## src/rtl/mul_unit.sv

```systemverilog
// Iterative radix-2 shift-add multiply / multiply-accumulate unit (ARM MUL/MLA).
// Latches operands on start and performs one shift-add step per cycle.
// Returns a one-cycle write-back request plus N/Z flag updates.
module mul_unit #(
    parameter int EARLY_TERM = 1
) (
    input  logic        clk,
    input  logic        reset,
    input  logic        start,
    input  logic        accumulate,
    input  logic        set_flags,
    input  logic [31:0] op_a,
    input  logic [31:0] op_b,
    input  logic [31:0] op_acc,
    input  logic [3:0]  dest,
    input  logic        flush,
    output logic        busy,
    output logic        done,
    output logic [31:0] result,
    output logic [3:0]  result_waddr,
    output logic        result_we,
    output logic        flag_n,
    output logic        flag_z,
    output logic        flags_we
);

    typedef enum logic [1:0] {
        IDLE = 2'd0,
        MUL  = 2'd1,
        ACC  = 2'd2,
        DONE = 2'd3
    } state_t;

    state_t      state_reg;
    logic [31:0] mcand_reg;
    logic [31:0] mplier_reg;
    logic [31:0] product_reg;
    logic [31:0] acc_reg;
    logic [5:0]  cnt_reg;
    logic        acc_en_reg;
    logic        sf_reg;
    logic [3:0]  dest_reg;
    logic [31:0] result_reg;
    logic [3:0]  waddr_reg;
    logic        flag_n_reg;
    logic        flag_z_reg;

    logic        mul_last;
    logic [31:0] final_sum;

    // Iteration ends after 32 steps, or early once no multiplier bits remain
    always_comb begin
        mul_last = (cnt_reg == 6'd32) || ((EARLY_TERM != 0) && (mplier_reg == 32'd0));
    end

    // Final value written back: product, optionally plus the accumulate operand
    always_comb begin
        final_sum = acc_en_reg ? (product_reg + acc_reg) : product_reg;
    end

    // Control FSM, datapath and registered write-back outputs
    always_ff @(posedge clk or negedge reset) begin
        if (!reset) begin
            state_reg   <= IDLE;
            mcand_reg   <= 32'd0;
            mplier_reg  <= 32'd0;
            product_reg <= 32'd0;
            acc_reg     <= 32'd0;
            cnt_reg     <= 6'd0;
            acc_en_reg  <= 1'b0;
            sf_reg      <= 1'b0;
            dest_reg    <= 4'd0;
            result_reg  <= 32'd0;
            waddr_reg   <= 4'd0;
            flag_n_reg  <= 1'b0;
            flag_z_reg  <= 1'b1;
        end else if (flush) begin
            // Abort discards the operation; visible results are left untouched
            state_reg <= IDLE;
        end else begin
            case (state_reg)
                IDLE: begin
                    if (start) begin
                        mcand_reg   <= op_a;
                        mplier_reg  <= op_b;
                        acc_reg     <= op_acc;
                        acc_en_reg  <= accumulate;
                        sf_reg      <= set_flags;
                        dest_reg    <= dest;
                        product_reg <= 32'd0;
                        cnt_reg     <= 6'd0;
                        state_reg   <= MUL;
                    end
                end
                MUL: begin
                    if (mul_last) begin
                        state_reg <= ACC;
                    end else begin
                        if (mplier_reg[0]) begin
                            product_reg <= product_reg + mcand_reg;
                        end
                        mcand_reg  <= {mcand_reg[30:0], 1'b0};
                        mplier_reg <= {1'b0, mplier_reg[31:1]};
                        cnt_reg    <= cnt_reg + 6'd1;
                    end
                end
                ACC: begin
                    product_reg <= final_sum;
                    result_reg  <= final_sum;
                    waddr_reg   <= dest_reg;
                    flag_n_reg  <= final_sum[31];
                    flag_z_reg  <= (final_sum == 32'd0);
                    state_reg   <= DONE;
                end
                DONE: begin
                    state_reg <= IDLE;
                end
                default: begin
                    state_reg <= IDLE;
                end
            endcase
        end
    end

    assign busy         = (state_reg != IDLE);
    assign done         = (state_reg == DONE);
    assign result_we    = done;
    assign flags_we     = done & sf_reg;
    assign result       = result_reg;
    assign result_waddr = waddr_reg;
    assign flag_n       = flag_n_reg;
    assign flag_z       = flag_z_reg;

endmodule
```

## config.mk

```make
export PLATFORM = sky130hd
export DESIGN_NAME = mul_unit
export DESIGN_NICKNAME = d
export VERILOG_FILES = /design/src/rtl/mul_unit.sv
export SDC_FILE = /design/constraint.sdc
export NUM_CORES = 1
export LEC_CHECK = 0
export BUFFER_PORTS_ARGS = -buffer_cell sky130_fd_sc_hd__buf_2
export CELL_PAD_IN_SITES_DETAIL_PLACEMENT = 1
export CELL_PAD_IN_SITES_GLOBAL_PLACEMENT = 1
export CORE_UTILIZATION = 42
export CTS_BUF_LIST = sky130_fd_sc_hd__clkbuf_4
export DETAILED_ROUTE_END_ITERATION = 10
export GPL_TIMING_DRIVEN = 0
export PLACE_DENSITY = 0.78
export SLEW_MARGIN = 20
export SYNTH_ARGS = -nofsm -noshare
export SYNTH_HDL_FRONTEND = slang
export SYNTH_SLANG_ARGS = --single-unit
```

## constraint.sdc

```tcl
create_clock -name clk -period 3 [get_ports clk]
set_clock_uncertainty 0.2 [all_clocks]
set_input_delay 0.6 -clock clk [delete_from_list [all_inputs] [get_ports clk]]
set_output_delay 0.6 -clock clk [all_outputs]
set_load 0.01 [all_outputs]
```

### Word level (Yosys, flattened, before mapping)

Cells that the tools add are included.

* bits in registers: 180
* bits of input ports: 106
* output and inout bits: 42
* word-level logic and storage cells: 57

* add/sub/neg operators: 3
* equal/unequal tests: 9
* muxes and demuxes: 18
* bitwise gates (word level): 2
* reductions and logical operators: 12

Operators by type and width (count)
* 32-bit 2-to-1 mux: 8
* 32-bit one-hot mux with 2 select lines: 2
* 32-bit one-hot mux with 3 select lines: 1
* 32-bit adder: 2
* 32-bit zero test: 2
* 6-bit 2-to-1 mux: 2
* 6-bit one-hot mux with 2 select lines: 1
* 2-bit one-hot mux with 4 select lines: 1
* 6-bit by 1-bit adder with 6-bit output, second input constant: 1
* 6-bit == test, second input constant: 1
* 2-bit 2-to-1 mux: 3
* 2-bit inequality test, second input constant: 3
* 3-bit inequality test, second input constant: 2
* 5-bit AND reduction: 1
* 2-bit == test, second input constant: 2
* 2-bit AND reduction: 2
* 4-bit AND reduction: 1
* 2-bit nonzero test: 2
* 3-bit AND reduction: 1
* 3-bit nonzero test: 1
* 2-bit by 1-bit == test with 1-bit output, second input constant: 1
* 2-bit zero test: 1
* 1-bit AND: 1
* 1-bit logical OR: 1
* 1-bit NOT: 1

### Depth between registers and ports, before layout

Gate-level depths: netlist of the first run.

* word-level depth: 5
* depth in mapped cells: 12
* gate-level depth less buffers: 12

### Least setup slack after synthesis of the first run

No wires, ideal clock.

* kind: register -> register
* start: register product_reg[0]
* end: register flag_z_reg, in the netlist flag_z
* library setup time: 0.061 ns
* data arrival time: 2.990 ns
* required time: 2.739 ns
* setup slack: -0.251 ns
* cell stages (with the launch flop): 13
* buffers on the path: 0
* clock period less this slack: 3.251 ns
* cells stage by stage: dfrtp_1 ha_1 fa_1 a21o_1 a221oi_4 o21ai_1 and4_1 nor3_1 and4_1 nand4_1 nor4_1 and4_1 a22o_1

* longest elaborated chain between the ends: 3

Ends and longest elaborated chain
* start, declared: RTL line 37 `logic [31:0] product_reg;`
* start signal, assigned: RTL line 100 `product_reg <= product_reg + mcand_reg;`
* start signal, assigned: RTL line 108 `product_reg <= final_sum;`
* 32-bit adder: RTL line 58 `final_sum = acc_en_reg ? (product_reg + acc_reg) : product_reg;`
* 32-bit 2-to-1 mux *: RTL line 58
* 32-bit zero test *: RTL line 112 `flag_z_reg <= (final_sum == 32'd0);`
* end signal, assigned: RTL line 112
* end, declared: RTL line 46 `logic flag_z_reg;`

Every way passes the cells marked *; elsewhere a longest branch is shown, timed or not.
A chain may end at the register's enable or synchronous reset.

### Worst setup path in the final report of the first run

Ends and elaborated chain as after synthesis.

==> metrics.txt, run 1 <==
worst r2r path cells=13; share of layout cells above drive strength 1=0.329; cell count along the critical path=13; Post-synth ARST share=1.00; Arr. time, crit path=3.97 ns; Remaining DRCs=0; FILL cells=3071; min cycle time layout=3.57 ns; final setup margin=-0.569 ns; Synth cell types=79; core area=0.0270 sq mm; largest net degree at the start of global routing=99; Worst setup SP type=register; initial antenna violation count=2; unrepaired setup endpoints after global routing=yes; clock root cell=clkbuf_4; io pins=148; post-synthesis sequential area ratio=0.387; first-pass GRT wire length=63700 um; Initial DRC Count=664; synthesized area=0.0116 sq mm; chip height=168 um; power consumption=16.5 mW; DIE AREA=0.0282 sq mm; RePlAce Congestion=0.909; Routed WL=41800 um; gr ovfl total=0; port bufs=147; Routed Antenna Nets=0; Yosys reg bits=179; Critical Path Sink Type=register; pre-CTS WS=-0.948 ns; H-tree levels=4; failing checks=negative setup slack; Final setup viols=27; CP max-delay cell=dfrtp_1; post-synthesis compound-gate area fraction=0.214; Final Cell Area=0.0153 sq mm; top cell type's share of synthesized area=0.385; top-count cell post-synth=dfrtp_1; FMAX=280 MHz; Vias/cell=5.90; Max transition margin=0.478; WL/cell=22.3 um; worst-skew pair later-pin latency=0.67 ns; CTS Buffer Depth=2; R2R setup slack=-0.57 ns; fin. max-slew vios=0; Gate Count Post-Synth=1228; P&R area growth vs syn=31.7%; Synth Area in Simple Gates=0.140; clock slew at reported path FFs=0.22 ns; Buf/Inv on CP=1; Period Utilization, post-route=1.19; synth top area cells=dfrtp_1 (38%), ha_1 (7.5%), mux2i_1 (6.3%); Final Hold Fails=0; largest family of logic cells by synthesized area=compound AO/OA/AOI/OAI gates; predominant post-synthesis flop cell=dfrtp_1; status=finished, violations left; crit-path cells=ha_2 -> fa_2 -> a21o_4 -> a221o_1 -> nand4_1 -> buf_6 -> a21boi_4 -> o311a_1 -> a211oi_4 -> o211ai_1 -> nor4_1 -> and4_1 -> a22o_1; delay-heaviest family, CP=compound AO/OA/AOI/OAI gates; leading area contributor after synthesis=dfrtp_1; Syn Nets=1405; Slew @ Worst Pin=0.783 ns; DP HPWL=28600 um; mux contribution to synthesized area=0.119; top cells by count, synth=dfrtp_1 (178), nand2_1 (170), o21ai_0 (139); PwrDens=1080 mW/mm^2; Crit Path Class=register to register; CTS Buf Count=17; total track usage=0.293; Critical Path Max Stage Delay=0.45 ns; XOR/XNOR Fraction of Synth Area=0.0310; Setup crit end=flag_z; Area after DPL=0.0128 sq mm; worst reg2reg path startpoint=product_reg[0]; Final nets=1693; Final Non-Filler Cells=1871; Die Span X=168 um; worst-path fanout max=4; Synth Area in Adders=0.0780; Via Count=11044; Critical Path Start=product_reg[0]; LEAKAGE=6.97 nW; maximum VDD drop=520 uV; Hold Crit Class=input port to register; total number of yosys warnings=0; syn_area_per_cell=9.43 sq um; Post-Place Cells=1717; Pre-antenna DRT Iters=5; CTS tree=done; CP Data Required Time=3.40 ns; row count=60; Initial Util=0.429; vias in the first global route=11638; RR Endpoint=flag_z; Max-Cap Viols=0; CTS sink cnt=179; Post-synth EDFFs=0
==> where the power goes <==
part | internal, mW | switching (mW)
Combinational | 4.42 | 5.99
Sequential | 3.44 | 1.06
Clock | 0.465 | 1.08
==> layout make-up <==
type	instances	area, sq um	share of cell area
diodes	1	2.50	0.000164
plain buffers	63	307	0.0201
clock buffers	17	128	0.00836
clock inverters	15	186	0.0122
inverters	21	78.8	0.00517
multi-input cells	962	7740	0.507
flip-flops and latches	179	4500	0.295
well taps	341	427	0.0280
repair buffers	272	1890	0.124
==> worst min-delay path by stage <==
stage | startpoint | to | slack [ns] | cells past startpoint
finish | op_b[8] | mplier_reg[8] | 0.02 | 3
global route | op_b[16] | mplier_reg[16] | 0.006 | 3
CTS | op_a[0] | mcand_reg[0] | 0.001 | 3
detailed placement | result[16] | result[16] | 0.28 | 2
global placement | result[10] | result[10] | 0.27 | 2
floorplan | reset | acc_en_reg | 0.10 | 0
==> layer usage <==
metal | vias up | track usage | share of wire
met5 | - | 0 | 0
met4 | 0 | 0.127 | 0.034
met3 | 90 | 0.0541 | 0.046
met2 | 306 | 0.501 | 0.50
met1 | 5551 | 0.361 | 0.42
li1 | 5097 | - | -
==> placed cells by master, fill, tap and decap left out, drive strengths merged, types with 9 or more instances in the layout <==
cell type and count:
inv 27, o21ai 146, mux2 58, dlygate4sd3 48, dfrtp 178, nand4 17, buf 240, nor4 12
nor2 39, o221ai 9, nor3 18, a21oi 59, clkbuf 64, nand2b 10, mux2i 73, a21o 39
xor2 19, nand2 171, ha 69, nand3 22, a31oi 20, and3 9, xnor2 22
==> worst reg2reg max path, cell delays in order, from the launching register on <==
cell      delay [ns]
dfrtp_1         0.45
ha_2            0.21
fa_2            0.38
a21o_4          0.24
a221o_1         0.31
nand4_1         0.11
buf_6           0.14
a21boi_4        0.09
o311a_1         0.35
a211oi_4        0.25
o211ai_1        0.14
nor4_1          0.30
and4_1          0.24
a22o_1          0.12
==> what timing repair did <==
item | 4_1_cts | 5_1_grt
endpoints found under the setup margin | 128 | 113
buffers inserted | 60 | 18
hold buffers | 46 | 2
endpoints found under the hold margin | 127 | 2
pin swaps | 63 | 51
resized for setup | 141 | 103
==> logic make-up (layout without fill, tap and decap cells) <==
group | after synthesis | in the layout
AND/OR/NAND/NOR | 343 | 343
adder cells (fa/ha/maj) | 71 | 71
AO/OA/AOI/OAI | 376 | 376
other | 0 | 1
XOR/XNOR | 41 | 41
buffers and inverters | 87 | 388
multiplexers | 131 | 131
flip-flops | 179 | 179
==> stage by stage <==
| stage | utilization | hold slack, ns | setup TNS [ns] |
|---|---|---|---|
| 3_3_place_gp | 0.472 | 0.269 | -358.70 |
| 2_1_floorplan | - | 0.104 | -0.0574 |
| 4_1_cts | 0.543 | 0.00124 | -4.13 |
| 5_1_grt | 0.565 | 0.00609 | -8.50 |
| 3_5_place_dp | 0.474 | 0.277 | -21.93 |
| 6_report | 0.565 | 0.0190 | -5.89 |
No activity file was read; power rests on OpenSTA's default activity.
==> inputs of run 2 (changes only) <==
--- a/config.mk
+++ b/config.mk
@@ -12,7 +12,9 @@
 export CTS_BUF_LIST = sky130_fd_sc_hd__clkbuf_4
 export DETAILED_ROUTE_END_ITERATION = 10
 export GPL_TIMING_DRIVEN = 0
+export MAX_ROUTING_LAYER = met4
 export PLACE_DENSITY = 0.78
+export RECOVER_POWER = 50
 export SLEW_MARGIN = 20
 export SYNTH_ARGS = -nofsm -noshare
 export SYNTH_HDL_FRONTEND = slang
==> metrics.txt, run 2 (synthesis gave the netlist of run 1 again) <==
worst-skew pair later-pin latency=0.61 ns; Slew @ Worst Pin=1.29 ns; Vias/cell=5.98; CP max-delay cell=dfrtp_1; Arr. time, crit path=3.95 ns; Worst setup SP type=register; met2 routed WL=20300 um; fin. max-slew vios=0; Final nets=1660; first-pass GRT wire length=62700 um; Routed Antenna Nets=0; Pint=8.08 mW; clock root cell=clkbuf_4; pre-CTS WS=-0.926 ns; min cycle time layout=3.59 ns; P&R area growth vs syn=26.9%; Remaining DRCs=0; share of layout cells above drive strength 1=0.310; DIE AREA=0.0282 sq mm; chip height=168 um; Critical Path Max Stage Delay=0.46 ns; RePlAce Congestion=0.901; CTS Buf Count=17; DRT met1 WL=17500 um; clock slew at reported path FFs=0.18 ns; switching share of power=0.495; initial antenna violation count=1; Buf/Inv on CP=1; Die Span X=168 um; Final Non-Filler Cells=1838; Pre-antenna DRT Iters=7; Period Utilization, post-route=1.20; Critical Path Sink Type=register; most common cell after layout, fill and taps aside=nand2_1; Post-Place Cells=1717; Crit Path Class=register to register; Max-Cap Viols=0; Clock Power Share=0.093; vias in the first global route=11463; Final setup viols=29; final setup margin=-0.590 ns; Area after DPL=0.0128 sq mm; unrepaired setup endpoints after global routing=yes; most frequent cells in the layout=nand2_1 (167), dfrtp_1 (163), buf_2 (152); crit-path cells=ha_4 -> fa_2 -> a21o_1 -> a221o_1 -> nand4_1 -> buf_6 -> nand3b_1 -> a311o_1 -> a22oi_2 -> nand2_1 -> nor4_2 -> and4_1 -> a22o_1; row count=60; DP HPWL=28500 um; WL/cell=22.1 um; net switching power figure=7.92 mW; CTS tree=done; maximum VDD drop=425 uV; Max transition margin=0.139; sequential share of power=0.281; WL met3=1580 um; core area=0.0270 sq mm; Initial Util=0.429; H-tree levels=4; PwrDens=1090 mW/mm^2; Via Count=10999; largest net degree at the start of global routing=91; Final Hold Fails=0; Final Util=0.544; worst-path fanout max=4; Hold Crit Class=input port to register; Routed WL=40600 um; Final Cell Area=0.0147 sq mm; CTS Buffer Depth=2; Gate power share=0.626; total track usage=0.292; delay-heaviest family, CP=compound AO/OA/AOI/OAI gates; FMAX=279 MHz; io pins=148; Initial DRC Count=585; LEAKAGE=6.77 nW; CTS sink cnt=179; CP Data Required Time=3.36 ns; failing checks=negative setup slack; power consumption=16.0 mW; Max Used Layer=met4; gr ovfl total=0; port bufs=147; status=finished, violations left
run 2: cell types whose count changed in the layout (fill, tap and decap cells not counted), sizes merged:
cell         previous run  this run
clkinv                  8         5
dlygate4sd3            48        31
clkbuf                 64        65
buf                   240       223
inv                    27        29
clkinvlp                0         1
run 2: worst paths after layout:
path,startpoint,to,slack [ns],cells past startpoint
max,acc_reg[0],flag_z,-0.59,13
min,op_acc[19],acc_reg[19],0.03,2
max reg2reg,acc_reg[0],flag_z,-0.59,13
min reg2reg,result[14],result[14],0.30,2
max in group asynchronous,reset,product_reg[0],0.46,3
min in group asynchronous,reset,mcand_reg[25],0.59,2
run 2: final cells by class:
class	count	area, sq um
clock buffers	17	128
clock inverters	15	164
repair buffers	237	1540
fillers	3126	12300
multi-input cells	962	7540
inverters	21	78.8
well taps	341	427
plain buffers	65	330
flip-flops and latches	179	4500
diodes	1	2.50
run 2: timing repair:
action | CTS | global route
resized for setup | 114 | 99
hold buffers | 29 | 2
setup buffers | 30 | 29
pin swaps | 37 | 37
hold endpoints to repair | 116 | 2
endpoints found under the setup margin | 130 | 101
run 2: per-layer routing:
metal  global-route usage  up-vias
met5                    -        -
met4               0.0937        0
met3               0.0414       95
met2                0.491      297
met1                0.364     5573
li1                     -     5034
run 2: worst register-to-register path, cell delays in order (launching register included):
cell	delay [ns]
dfrtp_1	0.46
ha_4	0.19
fa_2	0.36
a21o_1	0.23
a221o_1	0.34
nand4_1	0.10
buf_6	0.14
nand3b_1	0.18
a311o_1	0.39
a22oi_2	0.28
nand2_1	0.12
nor4_2	0.23
and4_1	0.22
a22o_1	0.12
run 2: through the flow:
step,TNS (ns),hold WS [ns]
after global placement,-356.48,0.264
final,-7.86,0.0262
after detailed placement,-23.26,0.268
after floorplan,-0.0574,0.104
after global routing,-10.34,-0.0131
after CTS,-6.46,0.000648
run 2: power by group through the flow:
stage | Sequential, mW | Combinational, mW | Clock (mW)
after detailed placement | 4.46 | 8.02 | 0
final | 4.49 | 10.0 | 1.49
after global placement | 4.42 | 7.73 | 0
after CTS | 4.44 | 8.95 | 1.52
after floorplan | 4.16 | 5.67 | 0
after global routing | 4.61 | 10.8 | 1.61
